[config.mk]
export PLATFORM = sky130hd
export DESIGN_NAME = hx711_multi_reader_flat
export DESIGN_NICKNAME = d
export VERILOG_FILES = /design/src/rtl/hx711_multi_reader_if.sv /design/src/rtl/hx711_multi_reader.sv /design/src/flat_wrapper.sv
export SDC_FILE = /design/constraint.sdc
export NUM_CORES = 1
export LEC_CHECK = 0
export ABC_CLOCK_PERIOD_IN_PS = 2500
export CAP_MARGIN = 20
export CORE_AREA = 2 2 141 143
export CTS_CLUSTER_DIAMETER = 100
export DETAILED_ROUTE_END_ITERATION = 8
export DIE_AREA = 0 0 143 145
export GPL_ROUTABILITY_DRIVEN = 0
export PLACE_DENSITY = 0.45
export SLEW_MARGIN = 20
export SYNTH_ARGS = -nofsm -noshare
export SYNTH_HDL_FRONTEND = slang
export SYNTH_SLANG_ARGS = --single-unit
[constraint.sdc]
create_clock -name clk -period 2.5 [get_ports clk]
set_clock_uncertainty 0.1 [all_clocks]
set_input_delay 0.25 -clock clk [delete_from_list [all_inputs] [get_ports clk]]
set_output_delay 0.25 -clock clk [all_outputs]
set_load 0.02 [all_outputs]
[src/rtl/hx711_multi_reader_if.sv]
// Host-side control and sample bus of hx711_multi_reader: the reader is the slave,
// the consumer of the samples (display/averaging logic) is the master.
interface hx711_multi_reader_if #(
  parameter int NCH = 2
);
  logic                en;
  logic [1:0]          gain_sel;
  logic [24*NCH-1:0]   data_out;
  logic                valid;
  logic                busy;
  logic                timeout;

  modport master (output en, gain_sel, input data_out, valid, busy, timeout);
  modport slave  (input en, gain_sel, output data_out, valid, busy, timeout);
endinterface

[src/rtl/hx711_multi_reader.sv]
// Lock-step reader for NCH HX711 ADCs sharing one PD_SCK line.
// Optional wait-for-ready watchdog is enabled by defining HX711_TIMEOUT_EN.
module hx711_multi_reader #(
  parameter int NCH         = 2,
  parameter int CLK_DIV     = 50,
  parameter int TIMEOUT_CYC = 25_000_000
) (
  input  logic                clk,
  input  logic                rst,
  input  logic [NCH-1:0]      dout,
  output logic                pd_sck,
  hx711_multi_reader_if.slave host
);

  typedef enum logic [2:0] {IDLE, WAIT_RDY, SHIFT, GAIN, DONE} state_t;

  localparam int            DW       = (CLK_DIV > 1) ? $clog2(CLK_DIV) : 1;
  localparam logic [DW-1:0] DIV_LAST = DW'(CLK_DIV - 1);

  state_t               state;
  state_t               state_next;
  logic [NCH-1:0]       dout_s1;
  logic [NCH-1:0]       dout_s2;
  logic                 rdy_q;
  logic [DW-1:0]        div_cnt;
  logic [4:0]           pulse_cnt;
  logic [4:0]           pulse_total;
  logic [NCH-1:0][23:0] shift_reg;
  logic                 fall;
  logic                 ready;
  logic                 latch_gain;
  logic                 to_hit;

  function automatic logic [4:0] pulses_for(input logic [1:0] g);
    case (g)
      2'b01:   return 5'd26;
      2'b10:   return 5'd27;
      default: return 5'd25;
    endcase
  endfunction

  // Synchronisers reset to "not ready" so a reset never looks like data-ready.
  always_ff @(posedge clk or negedge rst) begin
    if (!rst) begin
      dout_s1 <= '1;
      dout_s2 <= '1;
      rdy_q   <= 1'b0;
    end else begin
      dout_s1 <= dout;
      dout_s2 <= dout_s1;
      rdy_q   <= (dout_s2 == '0);
    end
  end

  assign ready      = (dout_s2 == '0) && rdy_q;
  assign fall       = pd_sck && (div_cnt == DIV_LAST);
  assign latch_gain = host.en && ((state == IDLE) || (state == DONE));

  always_ff @(posedge clk or negedge rst) begin
    if (!rst) state <= IDLE;
    else      state <= state_next;
  end

  always_comb begin
    state_next = state;
    case (state)
      IDLE:     if (host.en) state_next = WAIT_RDY;
      WAIT_RDY: begin
        if (ready)       state_next = SHIFT;
        else if (to_hit) state_next = IDLE;
      end
      SHIFT:    if (fall && (pulse_cnt == 5'd23)) state_next = GAIN;
      GAIN:     if (fall && ((pulse_cnt + 5'd1) == pulse_total)) state_next = DONE;
      DONE:     state_next = host.en ? WAIT_RDY : IDLE;
      default:  state_next = IDLE;
    endcase
  end

  // div_cnt is preloaded so the first rising edge follows entry to SHIFT by one cycle.
  always_ff @(posedge clk or negedge rst) begin
    if (!rst) begin
      pd_sck    <= 1'b0;
      div_cnt   <= '0;
      pulse_cnt <= '0;
    end else if ((state == SHIFT) || (state == GAIN)) begin
      if (div_cnt == DIV_LAST) begin
        div_cnt <= '0;
        pd_sck  <= ~pd_sck;
        if (pd_sck) pulse_cnt <= pulse_cnt + 5'd1;
      end else begin
        div_cnt <= div_cnt + 1'b1;
      end
    end else begin
      pd_sck    <= 1'b0;
      div_cnt   <= DIV_LAST;
      pulse_cnt <= '0;
    end
  end

  always_ff @(posedge clk or negedge rst) begin
    if (!rst) begin
      shift_reg <= '0;
    end else if ((state == SHIFT) && fall) begin
      for (int k = 0; k < NCH; k++) shift_reg[k] <= {shift_reg[k][22:0], dout_s2[k]};
    end
  end

  always_ff @(posedge clk or negedge rst) begin
    if (!rst) begin
      pulse_total   <= 5'd25;
      host.data_out <= '0;
      host.valid    <= 1'b0;
      host.busy     <= 1'b0;
    end else begin
      if (latch_gain) pulse_total <= pulses_for(host.gain_sel);
      if (state == DONE) host.data_out <= shift_reg;
      host.valid <= (state == DONE);
      host.busy  <= (state_next != IDLE);
    end
  end

`ifdef HX711_TIMEOUT_EN
  localparam int TW = $clog2(TIMEOUT_CYC + 1);

  logic [TW-1:0] to_cnt;
  logic          to_flag;

  assign to_hit       = (state == WAIT_RDY) && (to_cnt == TW'(TIMEOUT_CYC - 1));
  assign host.timeout = to_flag;

  always_ff @(posedge clk or negedge rst) begin
    if (!rst) begin
      to_cnt  <= '0;
      to_flag <= 1'b0;
    end else begin
      if (state != WAIT_RDY) to_cnt <= '0;
      else if (!to_hit)      to_cnt <= to_cnt + 1'b1;
      if (to_hit) to_flag <= 1'b1;
    end
  end
`else
  assign to_hit       = 1'b0;
  assign host.timeout = 1'b0;
`endif

endmodule

[src/flat_wrapper.sv]
// flat-port wrapper written by rule: the top's interface ports become plain ports
module hx711_multi_reader_flat 
#(
  parameter int NCH         = 2,
  parameter int CLK_DIV     = 50,
  parameter int TIMEOUT_CYC = 25_000_000
)
  (clk, rst, dout, pd_sck, host_en, host_gain_sel, host_data_out, host_valid, host_busy, host_timeout);
  hx711_multi_reader_if #(.NCH(NCH)) host_i ();
  input  logic clk;
  input  logic rst;
  input  logic [NCH-1:0] dout;
  output logic pd_sck;
  input wire logic [$bits(host_i.en)-1:0] host_en;
  input wire logic [$bits(host_i.gain_sel)-1:0] host_gain_sel;
  output wire logic [$bits(host_i.data_out)-1:0] host_data_out;
  output wire logic [$bits(host_i.valid)-1:0] host_valid;
  output wire logic [$bits(host_i.busy)-1:0] host_busy;
  output wire logic [$bits(host_i.timeout)-1:0] host_timeout;
  assign host_i.en = host_en;
  assign host_i.gain_sel = host_gain_sel;
  assign host_data_out = host_i.data_out;
  assign host_valid = host_i.valid;
  assign host_busy = host_i.busy;
  assign host_timeout = host_i.timeout;
  hx711_multi_reader #(.NCH(NCH), .CLK_DIV(CLK_DIV), .TIMEOUT_CYC(TIMEOUT_CYC)) u_core (.clk(clk), .rst(rst), .dout(dout), .pd_sck(pd_sck), .host(host_i));
endmodule
==> results.sh <==
export IMPL_cp_required_ns=2.75
export IMPL_initial_core_util_pct=24.6
export IMPL_syn_area_per_cell_sq_um=15.2
export IMPL_vias=2617
export IMPL_final_nets=392
export IMPL_dr_pass1_iters=4
export IMPL_p_clk_share_pct=47.0
export IMPL_r2r_start="u_core.pulse_cnt[0]"
export IMPL_worstSetupStartpointType="flop"
export IMPL_power_switching_mw=1.25
export IMPL_powerDensity_nw_per_um2=813
export IMPL_final_cells=659
export IMPL_synth_cell_types=39
export IMPL_grt_max_degree=121
export IMPL_p_comb_share_pct=9.3
export IMPL_crit_family="compound AO/OA/AOI/OAI gates"
export IMPL_postLayoutCoreUtil_pct=32.2
export IMPL_hold_violations=0
export IMPL_area_delta_synth_final_pct=30.6
export IMPL_wl_per_cell_um=13.4
export IMPL_netlist_instances=312
export IMPL_min_path_cells=1
export IMPL_cts_sinks=120
export IMPL_syn_num_nets=323
export IMPL_die_y_um=145
export IMPL_period_share_pct=85.3
export IMPL_clock_path_buffers=2
export IMPL_peakVddDrop_mv=0.489
export IMPL_rrSetupSlack_ns=0.37
export IMPL_yosysTopAreaCell="dfrtp_1"
export IMPL_synth_top_cell_area_share_pct=60.8
export IMPL_dpl_hpwl_um=5450
export IMPL_critPathMaxFanout=7
export IMPL_preCtsSetupSlack_ns=0.388
export IMPL_status="complete, no violations"
export IMPL_rr_endpoint="u_core.state[2]"
export IMPL_syn_area_sq_um=4730
export IMPL_slowest_stage="a2111oi_0"
export IMPL_root_buffer="clkbuf_16"
export IMPL_p_int_mw=3.78
export IMPL_htreeDepth=4
export IMPL_hold_path_class="in -> reg"
export IMPL_clock_fmax_mhz=469
export IMPL_min_period_ns=2.13
export IMPL_drc=0
export IMPL_startpoint="u_core.pulse_cnt[0]"
export IMPL_n_antenna_cell=0
export IMPL_crit_type="reg -> reg"
export IMPL_num_rows=51
export IMPL_hold_path_end="u_core.dout_s1[0]"
export IMPL_ys_seq_area_share_pct=63.6
export IMPL_routed_via_density=3.97
export IMPL_wl_um=8850
export IMPL_cap_violations=0
export IMPL_seqPwrFrac_pct=43.7
export IMPL_antenna_left=0
export IMPL_cp_arrival_ns=2.38
export IMPL_ys_top_cells_by_area="dfrtp_1 61%, mux2_2 22%, dfstp_2 2.8%"
export IMPL_core_area_sq_um=19200
export IMPL_die_x_um=143
export IMPL_numCtsBuffers=17
export IMPL_synthFlopType="dfrtp_1"
export IMPL_rsz0062_at_grt="false"
export IMPL_grt_pass1_wl_um=15300
export IMPL_worstMarginPinSlew_ns=0.676
export IMPL_power_total_mw=5.02
export IMPL_min_from="dout[0]"
export IMPL_slew_violations=0
export IMPL_die_area_sq_um=20700
export IMPL_cp_num_buf_inv=0
export IMPL_fin_setup_tns_ns=0
export IMPL_synth_edf_count=0
export IMPL_async_reset_ff_share_pct=100
export IMPL_layout_drive_gt1_share_pct=34.5
export IMPL_critPathCaptureType="flop"
export IMPL_antenna_found_initial=0
export IMPL_io_buffer_count=57
export IMPL_ios=59
export IMPL_grt_use_total_pct=9.55
export IMPL_reg2reg_depth=5
export IMPL_maxSlewHeadroom_pct=54.9
export IMPL_cts_tree="done"
export IMPL_grt_overflow=0
export IMPL_drtIter0Drc=116
export IMPL_fillers=1923
export IMPL_critPathMaxStageDelay_ns=0.57
export IMPL_p_sw_share_pct=24.8
export IMPL_clk_pin_slew_ns=0.06
export IMPL_path_cells="ha_1 -> a21boi_0 -> o221ai_1 -> a2111oi_0 -> and3b_1"
export IMPL_ys_seq_elements=120
export IMPL_yosys_warnings=0
export IMPL_setup_violations=0
export IMPL_dpl_cell_count=626
export IMPL_grt_pass1_vias=2868
export IMPL_setup_ws_ns=0.366
export IMPL_post_cts_resize_count=0
export IMPL_clock_latency_ns=0.41
export IMPL_p_leak_nw=2.87
[worst register-to-register path: cells and delay by family (launching register included)]
kind / cells / cell delay, ns
AND/OR/NAND/NOR: 1 / 0.24
flip-flops: 1 / 0.46
adder cells (fa/ha/maj): 1 / 0.32
AO/OA/AOI/OAI: 3 / 0.96
[worst max-delay path by stage]
stage                                 endpoint  slack, ns  depth (start not counted)
after floorplan           u_core.shift_reg[40]       0.60                          7
after global placement         u_core.state[2]       0.48                          5
after detailed placement       u_core.state[2]       0.39                          5
after CTS                      u_core.state[2]       0.38                          5
after global routing           u_core.state[0]       0.14                          5
final                          u_core.state[2]       0.37                          5
[stage by stage]
stage                     hold slack [ns]  area [sq um]
after global placement              0.248          5600
after floorplan                    -0.146          4730
final                               0.156          6180
after global routing                0.147          6180
after CTS                           0.137          6180
after detailed placement            0.247          5600
[logic make-up (layout without fill, tap and decap cells)]
| family | count (synthesis) | in the layout | synth area share (%) |
|---|---|---|---|
| buf+inv | 17 | 99 | 2.19 |
| xor+xnor | 10 | 10 | 1.85 |
| mux | 97 | 97 | 23.1 |
| other cells | 1 | 1 | 0.0792 |
| flops | 120 | 120 | 63.6 |
| compound gates | 18 | 18 | 2.51 |
| simple gates | 45 | 45 | 5.66 |
| fa+ha+maj | 4 | 4 | 1.06 |
[power groups by stage]
| stage | Combinational (mW) | Clock, mW | Sequential [mW] |
|---|---|---|---|
| final | 0.468 | 2.36 | 2.19 |
| after global routing | 0.537 | 2.52 | 2.22 |
| after CTS | 0.483 | 2.43 | 2.20 |
| after global placement | 0.472 | 0 | 2.23 |
| after floorplan | 0.356 | 0 | 2.18 |
| after detailed placement | 0.479 | 0 | 2.23 |
[layout make-up]
cell class | instances | area [sq um] | share of cell area, %
clock buffers | 24 | 472 | 7.63
clock inverters | 8 | 96.3 | 1.56
inverters | 3 | 11.3 | 0.182
multi-input cells | 175 | 1630 | 26.3
flip-flops and latches | 120 | 3010 | 48.7
well taps | 265 | 332 | 5.36
repair buffers | 64 | 636 | 10.3
[cell usage in the layout (no fill, tap or decap), drive strengths merged, types with 4 or more instances in the layout]
cell             n
nand2b           4
nand2            6
clkdlybuf4s50   56
xnor2            6
ha               4
clkinv           5
xor2             4
buf              7
o21ai            6
dfrtp          115
nand3            6
mux2            96
dfstp            5
a21oi            4
clkbuf          24
nor2            12
[synth_stat cells (2+ instances only)]
cell type and n:
and3b_1 2, nor3_1 3, mux2_2 93, inv_1 3
dfrtp_1 115, o21ai_0 6, ha_1 4, a21oi_1 4
nand2_1 6, xnor2_1 6, nand2b_1 4, buf_4 4
dfstp_2 5, nor2b_1 3, buf_6 2, xor2_1 4
mux2_1 3, buf_2 8, nand3_1 6, nor2_1 12
[routing by layer]
metal / vias up / track usage (%) / routed length [um]
met5: - / 0 / 0
li1: 1247 / - / -
met1: 1305 / 12.8 / 4370
met2: 50 / 13.7 / 3940
met4: 0 / 4.31 / 165
met3: 15 / 3.53 / 385
[timing repair]
item	CTS	global route
setup buffers	0	0
hold buffers	1	0
hold endpoints to repair	115	0
Power figures use the tool's default switching activity.
